<file path="src/rtl/mig_arb_pkg.sv">
// mig_arb_pkg: shared MIG command codes, arbiter state encoding and port id type.
package mig_arb_pkg;
  localparam logic [2:0] CMD_WRITE = 3'b000;
  localparam logic [2:0] CMD_READ  = 3'b001;
  typedef enum logic [1:0] {IDLE, WR, RD, ACK} state_t;
  typedef logic port_t;
endpackage

</file>
<file path="src/rtl/mig_tag_fifo.sv">
// mig_tag_fifo: in-order FIFO of port ids for outstanding MIG reads.
module mig_tag_fifo
  import mig_arb_pkg::*;
#(
  parameter int DEPTH = 4
) (
  input  logic  mclk,
  input  logic  mrst,
  input  logic  push,
  input  logic  pop,
  input  port_t din,
  output logic  full,
  output logic  empty,
  output port_t dout
);
  localparam int PW = $clog2(DEPTH);
  port_t mem [DEPTH];
  logic [PW-1:0] wp, rp;
  logic [PW:0] cnt;
  logic do_push, do_pop;
  assign full = cnt == (PW+1)'(DEPTH);
  assign empty = cnt == '0;
  assign dout = mem[rp];
  assign do_push = push & ~full;
  assign do_pop = pop & ~empty;
  always_ff @(posedge mclk)
    if (do_push) mem[wp] <= din;
  always_ff @(posedge mclk or posedge mrst)
    if (mrst) begin
      wp <= '0;
      rp <= '0;
      cnt <= '0;
    end else begin
      if (do_push) wp <= wp + 1'b1;
      if (do_pop) rp <= rp + 1'b1;
      cnt <= cnt + (PW+1)'(do_push) - (PW+1)'(do_pop);
    end
endmodule

</file>
<file path="src/rtl/mig_arb.sv">
// mig_arb: two-port arbiter/sequencer for the MIG app interface with in-order read return.
// Define MIG_ARB_PRIO_EN for fixed port-0 priority instead of round-robin.
module mig_arb
  import mig_arb_pkg::*;
#(
  parameter int AW = 28,
  parameter int DW = 128,
  parameter int MW = 16,
  parameter int RDQ_DEPTH = 4
) (
  input  logic          mclk,
  input  logic          mrst,
  input  logic          p0_req,
  input  logic          p0_we,
  input  logic [AW-1:0] p0_addr,
  input  logic [DW-1:0] p0_wdata,
  input  logic [MW-1:0] p0_mask,
  output logic          p0_ack,
  output logic          p0_rvalid,
  input  logic          p1_req,
  input  logic          p1_we,
  input  logic [AW-1:0] p1_addr,
  input  logic [DW-1:0] p1_wdata,
  input  logic [MW-1:0] p1_mask,
  output logic          p1_ack,
  output logic          p1_rvalid,
  output logic [DW-1:0] rd_data,
  output logic          rd_err,
  output logic [AW-1:0] app_addr,
  output logic [2:0]    app_cmd,
  output logic          app_en,
  input  logic          app_rdy,
  output logic [DW-1:0] app_wdf_data,
  output logic [MW-1:0] app_wdf_mask,
  output logic          app_wdf_wren,
  output logic          app_wdf_end,
  input  logic          app_wdf_rdy,
  input  logic [DW-1:0] app_rd_data,
  input  logic          app_rd_data_end,
  input  logic          app_rd_data_valid
);
  state_t state;
  port_t gnt, last_grant, win, tag;
  logic full, empty, push, pop, e0, e1, we_sel, rd_end_unused;
  assign rd_end_unused = app_rd_data_end;
  assign e0 = p0_req & (p0_we | ~full);
  assign e1 = p1_req & (p1_we | ~full);
`ifdef MIG_ARB_PRIO_EN
  assign win = e0 ? 1'b0 : 1'b1;
`else
  assign win = (e0 & e1) ? ~last_grant : e1;
`endif
  assign we_sel = win ? p1_we : p0_we;
  assign push = (state == RD) & app_rdy;
  assign pop = app_rd_data_valid & ~empty;
  assign app_wdf_end = app_wdf_wren;

  mig_tag_fifo #(.DEPTH(RDQ_DEPTH)) u_fifo (
    .mclk(mclk), .mrst(mrst), .push(push), .pop(pop), .din(gnt),
    .full(full), .empty(empty), .dout(tag)
  );

  always_ff @(posedge mclk or posedge mrst)
    if (mrst) begin
      state <= IDLE;
      gnt <= 1'b0;
      last_grant <= 1'b1;
      app_addr <= '0;
      app_cmd <= '0;
      app_en <= 1'b0;
      app_wdf_data <= '0;
      app_wdf_mask <= '0;
      app_wdf_wren <= 1'b0;
      p0_ack <= 1'b0;
      p1_ack <= 1'b0;
    end else begin
      p0_ack <= 1'b0;
      p1_ack <= 1'b0;
      case (state)
        IDLE: if (e0 | e1) begin
          gnt <= win;
          last_grant <= win;
          app_addr <= win ? p1_addr : p0_addr;
          app_wdf_data <= win ? p1_wdata : p0_wdata;
          app_wdf_mask <= win ? p1_mask : p0_mask;
          app_cmd <= we_sel ? CMD_WRITE : CMD_READ;
          app_en <= 1'b1;
          app_wdf_wren <= we_sel;
          state <= we_sel ? WR : RD;
        end
        WR: begin
          if (app_en & app_rdy) app_en <= 1'b0;
          if (app_wdf_wren & app_wdf_rdy) app_wdf_wren <= 1'b0;
          if ((~app_en | app_rdy) & (~app_wdf_wren | app_wdf_rdy)) begin
            state <= ACK;
            p0_ack <= ~gnt;
            p1_ack <= gnt;
          end
        end
        RD: if (app_rdy) begin
          app_en <= 1'b0;
          state <= ACK;
          p0_ack <= ~gnt;
          p1_ack <= gnt;
        end
        default: state <= IDLE;
      endcase
    end

  // Read data returning with no outstanding tag is dropped and flagged.
  always_ff @(posedge mclk or posedge mrst)
    if (mrst) begin
      rd_data <= '0;
      p0_rvalid <= 1'b0;
      p1_rvalid <= 1'b0;
      rd_err <= 1'b0;
    end else begin
      p0_rvalid <= pop & ~tag;
      p1_rvalid <= pop & tag;
      if (pop) rd_data <= app_rd_data;
      if (app_rd_data_valid & empty) rd_err <= 1'b1;
    end
endmodule

</file>
<file path="config.mk">
export PLATFORM = sky130hd
export DESIGN_NAME = mig_arb
export DESIGN_NICKNAME = d
export VERILOG_FILES = /design/src/rtl/mig_arb_pkg.sv /design/src/rtl/mig_tag_fifo.sv /design/src/rtl/mig_arb.sv
export SDC_FILE = /design/constraint.sdc
export NUM_CORES = 1
export LEC_CHECK = 0
export BUFFER_PORTS_ARGS = -buffer_cell sky130_fd_sc_hd__buf_2
export CAP_MARGIN = 10
export CORE_AREA = 2 2 304 306
export DETAILED_ROUTE_END_ITERATION = 8
export DIE_AREA = 0 0 306 308
export PLACE_DENSITY = 0.46
export SLEW_MARGIN = 25
export SYNTH_ARGS = -nofsm -noshare
export SYNTH_HDL_FRONTEND = slang
export SYNTH_SLANG_ARGS = --single-unit
</file>
<file path="constraint.sdc">
create_clock -name mclk -period 14.44 [get_ports mclk]
set_input_delay 1.444 -clock mclk [delete_from_list [all_inputs] [get_ports mclk]]
set_output_delay 1.444 -clock mclk [all_outputs]
set_load 0.03 [all_outputs]
</file>
# After elaboration in Yosys (flattened, before gate mapping)
# Memories as Yosys holds them, arrays and structs flattened.
# Cells that the tools add are included.
# Widths: inputs -> output; s select.
# word_totals
mem_count,1
output_inout_bits,311
inputBits,482
register_bits,321
word_cells,90
ramBits,4
# op_classes
addsub,4
eq_ne,8
n_bitwise,25
reduce_logical,8
n_mux,26
# mem_list
name,depth,width,rd,rd_ports_with_merged_regs,wr,line,rtl
u_fifo.mem,4,1,1,0,1,mig_tag_fifo.sv:17,port_t mem [DEPTH];
# ops
cell,count
$mux 128,1
$mux 28,1
$mux 16,1
$mux 1,14
$and 1x1->1,13
$ne 2x2->1 const B,5
$mux 2,4
$not 1->1,7
$pmux 1 s2,3
$pmux 2 s3,1
$reduce_and 3->1,2
$or 1x1->1,5
$add 2x1->2 const B,2
$reduce_and 4->1,1
$add 3x1->3,1
$eq 3x3->1 const B,1
$logic_not 3->1,1
$pmux 1 s3,1
$reduce_bool 3->1,1
$sub 3x1->3,1
$eq 2x1->1 const B,1
$eq 2x2->1 const B,1
$logic_not 2->1,1
$reduce_and 2->1,1
$reduce_bool 2->1,1

# Longest topological paths before layout
# logic_depth
depth_word,10
depth_mapped,12

# Hierarchy
# Synthesis repeated with hierarchy kept, for this count alone.
# unflattened
cells_unflattened,946
hier_area_um2,14513.9
# by_module_without_submodules
module,area_each_um2,cells_per_inst,n_inst
mig_arb,13898.3,899,1
mig_tag_fifo,615.6,47,1

# Worst setup path before layout
# No wires, ideal clock.
# synth_timing
path_kind,input -> register
from,in app_rd_data_valid
to,reg u_fifo.cnt[2]
setup_ps,130
stages,11
n_path_buf,2
arrival_ps,3163
slack_ps,11147
cell_sequence,nand2b_1 > clkbuf_1 > clkinv_1 > clkbuf_1 > ha_1 > inv_1 > ha_1 > inv_1 > fa_1 > xnor2_1 > xnor2_1
# synth_between
elab_chain_cells,3
# synth_rtl
element,line,rtl
from (decl),mig_arb.sv:40,input logic app_rd_data_valid
$and 1x1->1,mig_arb.sv:55,assign pop = app_rd_data_valid & ~empty;
net pop,mig_arb.sv:44,"logic full, empty, push, pop, e0, e1, we_sel, rd_end_unused;"
$and 1x1->1,mig_tag_fifo.sv:25,assign do_pop = pop & ~empty;
$sub 3x1->3,mig_tag_fifo.sv:36,cnt <= cnt + (PW+1)'(do_push) - (PW+1)'(do_pop);
to (signal assigned),mig_tag_fifo.sv:36,
to (decl),mig_tag_fifo.sv:19,logic [PW:0] cnt;
# The timed path passes the listed nets, and every way through them passes these cells.
# A chain may end at the register's enable or synchronous reset.

# Worst setup path in the final report
# layout_timing
from,in p0_we
to,reg app_addr[10]
# layout_between
elab_chain_cells,5
elab_cells_between_ends,7
classes_between,2 x mux; 4 x bitwise; 1 x reduce/logical
# layout_rtl
element,line,rtl
from (decl),mig_arb.sv:14,"input logic p0_we,"
$or 1x1->1 *,mig_arb.sv:46,assign e0 = p0_req & (p0_we | ~full);
$and 1x1->1 *,mig_arb.sv:46,
$and 1x1->1,mig_arb.sv:51,assign win = (e0 & e1) ? ~last_grant : e1;
$mux 1,mig_arb.sv:51,
$mux 28,mig_arb.sv:83,app_addr <= win ? p1_addr : p0_addr;
to (signal assigned),mig_arb.sv:83,
to (decl),mig_arb.sv:29,"output logic [AW-1:0] app_addr,"
# Mark *: on every way between the ends. The rest lies on a longest branch, timed or not.

==> results.tsv <==
stage	metric	value	unit
synthesis	synth warn	0	
global_route	first-pass GRT wire length	75.0	mm
hold_path	hold depth	2	
critical_path	CP max FO	53	
pwr	Overall Power	5050	µW
critical_path	endpoint class of the critical path	flip-flop	
placement	pre-CTS setup slack	9.35	ns
global_route	pin count of the biggest net entering global routing	91	
cts	CTS tree	built	
synthesis	area share of the largest cell type after synthesis	52.6	%
layout	design area	21600	µm²
synthesis	Compound-Gate Fraction of Synth Area	1.12	%
placement	PortBufs	789	
global_route	initial antenna violation count	10	
critical_path	most frequent CP cell	buf_4	
timing	Fin Clk Skew	0.0173	ns
synthesis	sequential area share after synthesis	53.6	%
synthesis	Gate Count Post-Synth	1205	
synthesis	Synth area leader	dfrtp_1	
pwr	Pwr Density	234	nW/µm²
critical_path	WP data required	14.88	ns
cts	Root Buffer	clkbuf_16	
synthesis	post-synth cell types	42	
synthesis	Post-Syn Area per Cell	12.6	µm²
global_route	GR Overflow Total	0	
timing	setup TNS	0	ns
floorplanning	initial core utilization	16.6	%
timing	Final WS setup	9.92	ns
outcome	status	complete, no violations	
synthesis	simple-gate area share of the yosys netlist	10.6	%
placement	Inst Count DP	3125	
layout	non-filler instance count after layout	3203	
routing	DRT iter0 DRCs	476	
cts	CTS resizes	0	
cts	Post-CTS Setup Inserts	0	
synthesis	most area-consuming cells after synthesis	dfrtp_1 (53%), mux2_4 (16%), mux2_1 (11%), nand2_1 (9.7%), mux2_2 (2.8%)	
synthesis	Synth Register Bits	323	
critical_path	Crit path largest cell delay	0.91	ns
layout	P&R area growth vs syn	42.5	%
routing	Vias/cell	3.62	
synthesis	Mapped Area	15100	µm²
pwr	P_leak	0.0111	µW
placement	placed inst area	20200	µm²
hold_path	Hold Crit Class	flip-flop to flip-flop	
timing	Final Hold Fails	0	
timing	relative max-transition margin	32.7	%
critical_path	CP top delay family	buffers and inverters	
floorplanning	Die ar.	94200	µm²
placement	final HPWL from detailed placement	38.9	mm
layout	Nets	2476	
routing	via count	11583	
routing	DRC Markers	0	
critical_path	Setup crit start kind	primary input	
cts	# hold bufs at CTS	0	
global_route	vias in the first global route	11843	
synthesis	fraction of registers with async set/reset	98.8	%
synthesis	EDFF count, synth	4	
synthesis	ys flop type	dfrtp_1	
layout	fraction of layout cells with a size suffix above 1	53.1	%
synthesis	Adder-Cell Fraction of Synth Area	0.959	%
global_route	Total GRT Usage	10.4	%
timing	# setup viols final	0	
timing	RSZ-0062 raised after global routing	false	
pwr	maximum vdd drop	102	µV
cts	CTS H-Tree Depth	2	
timing	post-route minimum period	4.52	ns
synthesis	most common cell in the synthesized netlist	nand2_1	
timing	Final Max Slew Viols	0	
routing	drt wl/cell	16.1	µm
floorplanning	Die W	306	µm
floorplanning	chip height	308	µm
critical_path	worst setup path class	primary input to flip-flop	
critical_path	R2R depth	8	
synthesis	mux contribution to synthesized area	29.9	%
cts	Clk Latency, worst-skew pair	0.55	ns
floorplanning	Row Count	111	
critical_path	cell-by-cell trace of the critical path	buf_2 -> nor4b_4 -> a2bb2oi_4 -> nor2_4 -> buf_4 -> buf_4 -> buf_4 -> mux2_2	
floorplanning	IO Count	793	
floorplanning	Core ar.	91000	µm²
synthesis	Post-Synth XOR/XNOR Area	0.289	%
critical_path	Worst path slowest cell	buf_4	
critical_path	CP Data Arrival Time	4.96	ns
timing	Worst-Margin Slew	1.01	ns
routing	DRT Wirelength	51.7	mm
synthesis	Post-synth top cells	nand2_1 (389), dfrtp_1 (318), mux2_4 (159)	
placement	RePlAce Congestion	0.777	
timing	highest clock rate	221	MHz
job	MaxCap Viol Count	0	
cts	Clock Sinks	323	
cts	CTS clk-pin slew, worst paths	0.05	ns
cts	Longest Clk Path Bufs	3	
critical_path	WP depth	8	
timing	fin crit share	31.3	%
cts	CTS buffer count	42	
routing	drt first pass iters	4	
critical_path	crit path buf inv count	4	
synthesis	main combinational cell family by area after synthesis	multiplexers	
routing	ANT nets after route	0	
[report_power, final]
part | internal [µW] | total [µW] | switching (µW)
clock | 605 | 1030 | 422
combinational | 980 | 2490 | 1510
sequential | 1310 | 1530 | 220
[registers in the layout (all words and copies together), names as in the netlist, 3 cells and up]
register      count
app_addr         28
app_wdf_data    128
app_wdf_mask     16
rd_data         128
u_fifo.cnt        3
u_fifo.mem        4
[path summary, 6_finish.rpt]
path                                    endpoint  slack [ns]         from
worst max-delay path                app_addr[10]        9.92        p0_we
worst min-delay path                 rd_data[49]        0.47  rd_data[49]
min in group asynchronous                 app_en        0.97         mrst
worst max register to register      app_addr[10]       10.18     state[0]
max in group asynchronous       app_wdf_data[24]       11.39         mrst
worst min register to register       rd_data[49]        0.47  rd_data[49]
[worst register-to-register path, stage by stage (launching register included)]
cell and delay (ns):
dfrtp_1 0.42, inv_1 0.09, ha_1 0.32, inv_1 0.18, nor2_4 0.15, buf_4 0.77
buf_4 0.96, buf_4 0.81, mux2_2 0.44
[final cells by class]
type | instances | area (µm²)
clock buffer | 67 | 1280
timing repair buffer | 803 | 4050
clock inverter | 8 | 52.6
multi-input combinational | 798 | 6520
inverter | 15 | 66.3
antenna | 3 | 7.51
fill | 9888 | 69400
sequential | 323 | 8100
tap | 1186 | 1480
[kinds of logic (layout without fill, tap and decap cells)]
family / after synthesis / in the layout
and+or+nand+nor: 412 / 412
other: 1 / 5
adders and majority gates: 11 / 11
muxes: 348 / 348
DFF: 323 / 323
xor gates and xnor gates: 5 / 5
AOI/OAI and AO/OA: 20 / 20
buffers and inverters: 85 / 893
[layout by cell type (no fill, tap or decap), types with 10 or more instances in the layout]
cell type,Yosys,layout
buf_2,4,789
nand2_1,389,389
dfrtp_1,318,318
mux2_4,159,159
mux2_1,150,150
clkbuf_16,0,45
mux2_2,37,37
clkbuf_1,29,15
buf_4,19,14
inv_1,14,13
ha_1,10,10
[stage by stage]
stage	hold WS, ns	util (%)
floorplan	0.453	-
global placement	0.440	22.2
detailed placement	0.451	22.2
CTS	0.471	23.7
global route	0.490	23.7
finish	0.467	23.7
[per-layer routing]
layer	vias up	wire length, µm	global-route usage [%]
met2	410	25300	18.0
met1	5523	21200	12.4
li1	5552	-	-
met4	10	1500	3.48
met3	88	3600	2.94
met5	-	71	0
No activity file was read; power rests on OpenSTA's default activity.
